### src/rtl/ecat_pkg.sv
// Shared constants, state encoding and command classification for the EtherCAT datagram parser.
package ecat_pkg;

  localparam logic [7:0] CMD_LRD = 8'h0A;
  localparam logic [7:0] CMD_LWR = 8'h0B;
  localparam logic [7:0] CMD_LRW = 8'h0C;

  localparam int ECAT_HDR_BYTES = 2;
  localparam int DG_HDR_BYTES   = 10;
  localparam int WKC_BYTES      = 2;

  typedef enum logic [2:0] {
    ST_IDLE = 3'd0,
    ST_EHDR = 3'd1,
    ST_DHDR = 3'd2,
    ST_DATA = 3'd3,
    ST_WKC  = 3'd4
  } state_t;

  function automatic logic is_logical_cmd(input logic [7:0] cmd);
    return (cmd == CMD_LRD) || (cmd == CMD_LWR) || (cmd == CMD_LRW);
  endfunction

endpackage

### src/rtl/ecat_datagram_parser.sv
// Receive-side EtherCAT payload parser: walks the header and chained datagrams and
// presents the logical-access request (address/length/valid) to the FMMU.
module ecat_datagram_parser
  import ecat_pkg::*;
#(
  parameter int         LEN_W     = 8,
  parameter logic [3:0] ECAT_TYPE = 4'h1
) (
  input  logic             clk,
  input  logic             RST,
  input  logic [7:0]       rx_data,
  input  logic             rx_valid,
  input  logic             rx_sof,
  input  logic             rx_eof,
  output logic [31:0]      sub_address,
  output logic [LEN_W-1:0] sub_len,
  output logic             subdv,
  output logic [7:0]       sub_cmd,
  output logic [10:0]      data_offset,
  output logic             data_byte_valid,
  output logic             len_ovf,
  output logic             dg_done,
  output logic             err
);

  localparam logic [10:0] EHDR_LAST = 11'(ECAT_HDR_BYTES - 1);
  localparam logic [10:0] DHDR_LAST = 11'(DG_HDR_BYTES - 1);
  localparam logic [10:0] WKC_LAST  = 11'(WKC_BYTES - 1);

  state_t      state;
  logic [10:0] cnt;
  logic [7:0]  cmd_r;
  logic [31:0] addr_r;
  logic [10:0] len_r;
  logic        more_r;
  logic        len_big;
  logic        eof_early;

  assign len_big = (len_r >> LEN_W) != 11'd0;

  // A restarting sof byte belongs to the next frame, never to the current data field.
  assign data_byte_valid = rx_valid && (state == ST_DATA) && !rx_sof;

  // Only the last WKC byte may legitimately carry eof; anywhere else the frame was cut short.
  assign eof_early = rx_eof && (state != ST_IDLE) && !((state == ST_WKC) && (cnt == WKC_LAST));

  always_ff @(posedge clk or posedge RST) begin
    if (RST) begin
      state       <= ST_IDLE;
      cnt         <= '0;
      cmd_r       <= '0;
      addr_r      <= '0;
      len_r       <= '0;
      more_r      <= 1'b0;
      sub_address <= '0;
      sub_len     <= '0;
      sub_cmd     <= '0;
      subdv       <= 1'b0;
      data_offset <= '0;
      len_ovf     <= 1'b0;
      dg_done     <= 1'b0;
      err         <= 1'b0;
    end else begin
      err     <= 1'b0;
      dg_done <= 1'b0;
      if (rx_valid) begin
        if (rx_sof && rx_eof) begin
          err   <= 1'b1;
          subdv <= 1'b0;
          state <= ST_IDLE;
          cnt   <= '0;
        end else if (rx_sof) begin
          err   <= (state != ST_IDLE);
          subdv <= 1'b0;
          state <= ST_EHDR;
          cnt   <= 11'd1;
        end else if (eof_early) begin
          err   <= 1'b1;
          subdv <= 1'b0;
          state <= ST_IDLE;
          cnt   <= '0;
        end else begin
          case (state)
            ST_IDLE: ;
            ST_EHDR: begin
              if (cnt == EHDR_LAST) begin
                if (rx_data[7:4] != ECAT_TYPE) begin
                  err   <= 1'b1;
                  state <= ST_IDLE;
                end else begin
                  state <= ST_DHDR;
                end
                cnt <= '0;
              end else begin
                cnt <= cnt + 11'd1;
              end
            end
            ST_DHDR: begin
              case (cnt)
                11'd0:   cmd_r          <= rx_data;
                11'd2:   addr_r[7:0]    <= rx_data;
                11'd3:   addr_r[15:8]   <= rx_data;
                11'd4:   addr_r[23:16]  <= rx_data;
                11'd5:   addr_r[31:24]  <= rx_data;
                11'd6:   len_r[7:0]     <= rx_data;
                11'd7: begin
                  len_r[10:8] <= rx_data[2:0];
                  more_r      <= rx_data[7];
                end
                default: ;
              endcase
              // Publish the request only once the whole header is in hand.
              if (cnt == DHDR_LAST) begin
                sub_address <= addr_r;
                sub_cmd     <= cmd_r;
                sub_len     <= len_big ? {LEN_W{1'b1}} : LEN_W'(len_r);
                len_ovf     <= len_big;
                data_offset <= '0;
                cnt         <= '0;
                if (len_r == 11'd0) begin
                  state <= ST_WKC;
                end else begin
                  state <= ST_DATA;
                  subdv <= is_logical_cmd(cmd_r);
                end
              end else begin
                cnt <= cnt + 11'd1;
              end
            end
            ST_DATA: begin
              if (cnt == len_r - 11'd1) begin
                subdv <= 1'b0;
                state <= ST_WKC;
                cnt   <= '0;
              end else begin
                cnt         <= cnt + 11'd1;
                data_offset <= data_offset + 11'd1;
              end
            end
            ST_WKC: begin
              if (cnt == WKC_LAST) begin
                dg_done <= 1'b1;
                cnt     <= '0;
                if (more_r && rx_eof) begin
                  err   <= 1'b1;
                  state <= ST_IDLE;
                end else if (more_r) begin
                  state <= ST_DHDR;
                end else begin
                  state <= ST_IDLE;
                end
              end else begin
                cnt <= cnt + 11'd1;
              end
            end
            default: state <= ST_IDLE;
          endcase
        end
      end
    end
  end

endmodule

### config.mk
export PLATFORM = sky130hd
export DESIGN_NAME = ecat_datagram_parser
export DESIGN_NICKNAME = d
export VERILOG_FILES = /design/src/rtl/ecat_pkg.sv /design/src/rtl/ecat_datagram_parser.sv
export SDC_FILE = /design/constraint.sdc
export NUM_CORES = 1
export LEC_CHECK = 0
export ABC_AREA = 0
export ABC_CLOCK_PERIOD_IN_PS = 6100
export CAP_MARGIN = 25
export CORE_ASPECT_RATIO = 0.7
export CORE_UTILIZATION = 45
export DETAILED_ROUTE_END_ITERATION = 16
export MAX_ROUTING_LAYER = met4
export PLACE_DENSITY = 0.7
export RECOVER_POWER = 100
export SYNTH_ARGS = -nofsm -noshare
export SYNTH_HDL_FRONTEND = slang
export SYNTH_SLANG_ARGS = --single-unit
export TNS_END_PERCENT = 50
### constraint.sdc
create_clock -name clk -period 6.1 [get_ports clk]
set_input_delay 1.22 -clock clk [delete_from_list [all_inputs] [get_ports clk]]
set_output_delay 1.22 -clock clk [all_outputs]
set_load 0.01 [all_outputs]
# Word level (Yosys, flattened, before mapping)
# Cells that the tools add are included.
# Widths: inputs -> output; s select.
op_classes:
  add_sub_neg: 3
  eq_ne: 25
  muxes: 45
  bitwise_logic: 3
  reduce_logical: 32
ops:
  columns: ["op", "n"]
  rows:
  - ["$mux 11", 8]
  - ["$reduce_and 6->1", 9]
  - ["$eq 11x3->1 const B", 4]
  - ["$pmux 11 s3", 1]
  - ["$eq 8x4->1 const B", 3]
  - ["$mux 3", 8]
  - ["$add 11x1->11 const B", 2]
  - ["$eq 11x2->1 const B", 2]
  - ["$logic_not 11->1", 2]
  - ["$pmux 11 s2", 1]
  - ["$mux 1", 20]
  - ["$ne 5x5->1 const B", 3]
  - ["$pmux 3 s5", 1]
  - ["$eq 11x1->1 const B", 1]
  - ["$eq 11x11->1", 1]
  - ["$eq 11x4->1 const B", 1]
  - ["$reduce_bool 11->1", 1]
  - ["$sub 11x1->11 const B", 1]
  - ["$ne 5x3->1 const B", 2]
  - ["$mux 8", 1]
  - ["$logic_and 1x1->1", 7]
  - ["$reduce_and 7->1", 1]
  - ["$eq 3x2->1 const B", 2]
  - ["$mux 2", 3]
  - ["17 further kinds", 23]
word_totals:
  regBits: 129
  input_bits: 13
  out_inout_bits: 64

# Logic depth before layout (Yosys ltp)
logic_depth:
  depth_word: 9
  mapped_depth: 11
  mapped_depth_nobuf: 9

# Worst setup path before layout
# OpenSTA, ideal clock, no wires.
synth_timing:
  path_type: "input port to output port"
  startpoint: "input port rx_sof"
  endpoint: "output port data_byte_valid"
  arrival_time_ns: 1.585
  required_ns: 4.880
  path_slack_ns: 3.295
  path_stages: 2
  n_path_buf: 0
  cell_sequence: "nand2b_1 nor2_1"
synth_between:
  elab_chain_cells: 2
synth_rtl:
  columns: ["item", "line", "text"]
  rows:
  - ["start: declaration", "ecat_datagram_parser.sv:13", "input logic rx_sof,"]
  - ["$logic_not 1->1", "ecat_datagram_parser.sv:42", "assign data_byte_valid = rx_valid && (state == ST_DATA) && !rx_sof;"]
  - ["$logic_and 1x1->1", "ecat_datagram_parser.sv:42", null]
  - ["end: declaration", "ecat_datagram_parser.sv:20", "output logic data_byte_valid,"]
# Every way passes these cells.

# Final worst setup path
layout_timing:
  startpoint: "input port rx_sof"
  endpoint: "register sub_address[16]"
layout_between:
  elab_chain_cells: 3
layout_rtl:
  columns: ["item", "line", "text"]
  rows:
  - ["$logic_and 1x1->1", "ecat_datagram_parser.sv:67", "if (rx_sof && rx_eof) begin"]
  - ["$not 1->1 (no line)", null, null]
  - ["$reduce_and 6->1 (no line) (*)", null, null]
  - ["end signal: assignment", "ecat_datagram_parser.sv:114", "sub_address <= addr_r;"]
  - ["end: declaration", "ecat_datagram_parser.sv:15", "output logic [31:0] sub_address,"]
# Mark *: on every way between the ends. The rest lies on a longest branch, timed or not.
# A chain may end at the register's enable or synchronous reset.

==> results.md <==
* Outcome: complete, but fails checks
* Failing checks: max-capacitance violations, max-slew violations
* First-pass GRT wire length at around 24 mm
* HP Class: flip-flop to flip-flop
* Leakage power at about 3.7 nW
* Grt total ovfl at 0
* CP Class: primary input to flip-flop
* Comb power frac at roughly 11%
* Critical path's top delay family: buffers and inverters
* Post-CTS Hold Buffers at 0
* Switching pwr at slightly above 0.6 mW
* Syn. warnings at 0
* Max-slew headroom at -90.0%
* Vias at 4584
* Reg-to-reg startpoint: cnt[6]$_DFFE_PP0P_
* I/O pins at a little under 80
* Post-CTS Resized at 0
* Smallest hold slack at roughly 0.49 ns
* Detail Placement HPWL at approximately 10 mm
* WP depth at 7
* Placed cell count at slightly below 800
* Routability cong. at roughly 0.9
* # setup viols final at 0
* Share of cells above drive strength 1 at approximately a fifth
* Register area share after synthesis at roughly 52%
* Async SR Flop Fraction at 100%
* Die Ht at ~100 µm
* Vias in the first global route at ~4400
* Hold path cells at 1
* Final Max Tran Viols at about 170
* Sw frac at a little over a quarter
* Endpoint, Worst Hold: addr_r[24]$_DFFE_PP0P_
* Die Area at ~14000 µm²
* CTS tree: yes
* Port bufs at 76
* Mapped Nets at 563
* Post-route ant nets at 0
* Finished Layout Cells at 814
* Core footprint at between 10000 and 15000 µm²
* Clk slew on worst S/H paths at roughly 0.060 ns
* Min-delay src: addr_r[24]$_DFFE_PP0P_
* Capturing point of the worst reg2reg path: sub_address[16]$_DFFE_PP0P_
* Initial Util at between 40 and 50%
* Mapped Cells at between 500 and 600
* Iter 0 DRT Violations at around 360
* Max-cap viol count at 3
* Global router's overall resource usage at roughly 23%
* Primary FF master, synth: dfrtp_1
* R2r setup slk at approximately 1.7 ns
* Clock power frac at a little under half
* Max Freq at around 210 MHz
* DRC Markers at 0
* Chip Width at roughly 140 µm
* Layout area overhead at 24.2%
* Worst-path fanout max at 58
* 1st-pass router iterations at 5
* RSZ-0062 raised after global routing: false
* Setup TNS at 0 ns
* Worst reg-to-reg path cell count at 5
* Nets at 635
* Longest Clk Path Bufs at 2
* CP bufs+invs at 2
* Crit path DAT at between 4 and 5 ns
* CP max stage delay at between 2 and 2.5 ns
* Initial antenna violation count at 1
* Pwr/cell area at between 200 and 300 nW/µm²
* Yosys cell types at 62
* Worst skew pair latency at ~0.41 ns
* Largest net degree at the start of global routing at between 70 and 80
* Post-CTS setup buffers at 0
* CP cell instances: clkdlybuf4s50_1 -> nand2b_1 -> nor2_1 -> nand2_1 -> nor3_2 -> clkbuf_1 -> mux2_2
* Final Skew at slightly below 0.007 ns
* Fin crit share at 76.9%
* DRT Wirelength at 14.7 mm
* Routed vias/inst at roughly 5.6
* Clk root buf: clkbuf_16
* Post-layout minimum cycle time at ~4.7 ns
* # rows at 35
* Cell Int Power at between 1.5 and 2 mW
* CP endpoint kind: flip-flop
* Pwr Total at roughly 2.2 mW
* CTS H-Tree Depth at 4
* Worst endpoint required time at 6.39 ns
* Final Hold Viols at 0
* Number of flops mapped to enable cells by yosys at 0
* Worst VDD drop at around 0.0002 V
* Sequential share of power at a little over two fifths
* Seq cells post-synth at 129
* Startpoint Class: primary input
* Avg WL per Cell at between 15 and 20 µm
* Commonest non-fill, non-tap cell in the layout: dfrtp_1
* Total CTS buffers at 17
* Mapped Area at 6200 µm²
* Worst Tran Pin Value at between 2 and 3 ns
* Worst path slowest cell: clkbuf_1
* Syn avg cell area at between 10 and 15 µm²
* Clock sinks at between 100 and 150
* Most frequent cells in the layout: dfrtp_1 (129), mux2_2 (89), dlygate4sd3_1 (66)
how the worst max path moves through the flow:
stage / startpoint / end
final: rx_sof / sub_address[16]$_DFFE_PP0P_
after floorplan: RST / addr_r[0]$_DFFE_PP0P_
after global placement: rx_sof / data_byte_valid
after detailed placement: rx_sof / data_byte_valid
after CTS: rx_sof / data_byte_valid
after global routing: rx_valid / sub_address[13]$_DFFE_PP0P_
sequential cells by signal (all words and copies together), names as in the netlist:
signal	cells
sub_cmd	8
sub_address	32
state	3
addr_r	32
dg_done	1
subdv	1
len_ovf	1
more_r	1
cmd_r	8
err	1
sub_len	8
len_r	11
data_offset	11
cnt	11
per-stage QoR:
stage | instance area, µm² | util [%] | worst slack (ns)
final | 7700 | 57.9 | 1.41
after global routing | 7700 | 57.9 | 1.05
after CTS | 7720 | 58.0 | 2.14
after detailed placement | 7110 | 53.4 | 2.13
after global placement | 7110 | 53.4 | 2.14
after floorplan | 6200 | - | 1.44
layout make-up:
class,count,area [µm²]
Sequential cell,129,3230
Fill cell,1113,5610
Multi-Input combinational cell,368,2780
Inverter,20,76.3
Antenna cell,1,2.50
Clock buffer,17,425
Timing Repair Buffer,80,781
Tap cell,185,231
Clock inverter,14,180
cells in the mapped netlist, types with 6 or more instances:
cell / instances / area (µm²)
dfrtp_1: 129 / 3230
mux2_2: 89 / 1000
nor2_1: 38 / 143
nand2_1: 30 / 113
a21oi_1: 20 / 100
inv_1: 20 / 75.1
nand3_1: 20 / 100
clkbuf_1: 14 / 52.6
nand2b_1: 12 / 75.1
or3_1: 11 / 68.8
buf_2: 10 / 50.1
nor3_1: 10 / 50.1
a31oi_1: 8 / 50.1
nor2b_1: 7 / 43.8
nor4_1: 7 / 43.8
xor2_1: 7 / 61.3
and2_1: 6 / 37.5
ha_1: 6 / 75.1
nand4_1: 6 / 37.5
o211ai_1: 6 / 45.0
kinds of logic (layout without fill, tap and decap cells):
logic type | after synthesis | in the layout | synth area share, %
flip-flops | 129 | 129 | 52.0
XOR/XNOR | 12 | 12 | 1.69
multiplexers | 97 | 97 | 17.5
AND/OR/NAND/NOR | 166 | 166 | 14.2
AO/OA/AOI/OAI | 87 | 87 | 10.2
buffers and inverters | 47 | 131 | 3.17
adder cells (fa/ha/maj) | 6 | 6 | 1.21
other | 0 | 1 | 0
worst register-to-register path, stage by stage, from the launching register on:
cell	delay [ns]
dfrtp_1	0.49
or4_1	0.65
or3_1	0.49
nor3_2	0.12
clkbuf_1	2.03
mux2_2	0.51
layer usage:
layer,track usage (%),part of all wire (%),up-vias
met1,32.9,48,2270
met2,32.0,45,172
met3,4.48,5.7,10
met4,6.45,0.88,0
li1,-,-,2132
met5,-,0,-
power by group through the flow:
stage               Sequential [mW]  Combinational (mW)  Clock, mW
floorplan                     0.918               0.189          0
global placement              0.942               0.250          0
detailed placement            0.944               0.254          0
CTS                           0.928               0.255       1.07
global route                  0.934               0.281       1.10
finish                        0.930               0.254       1.04
Note: power is estimated with default switching activity, not from simulation.
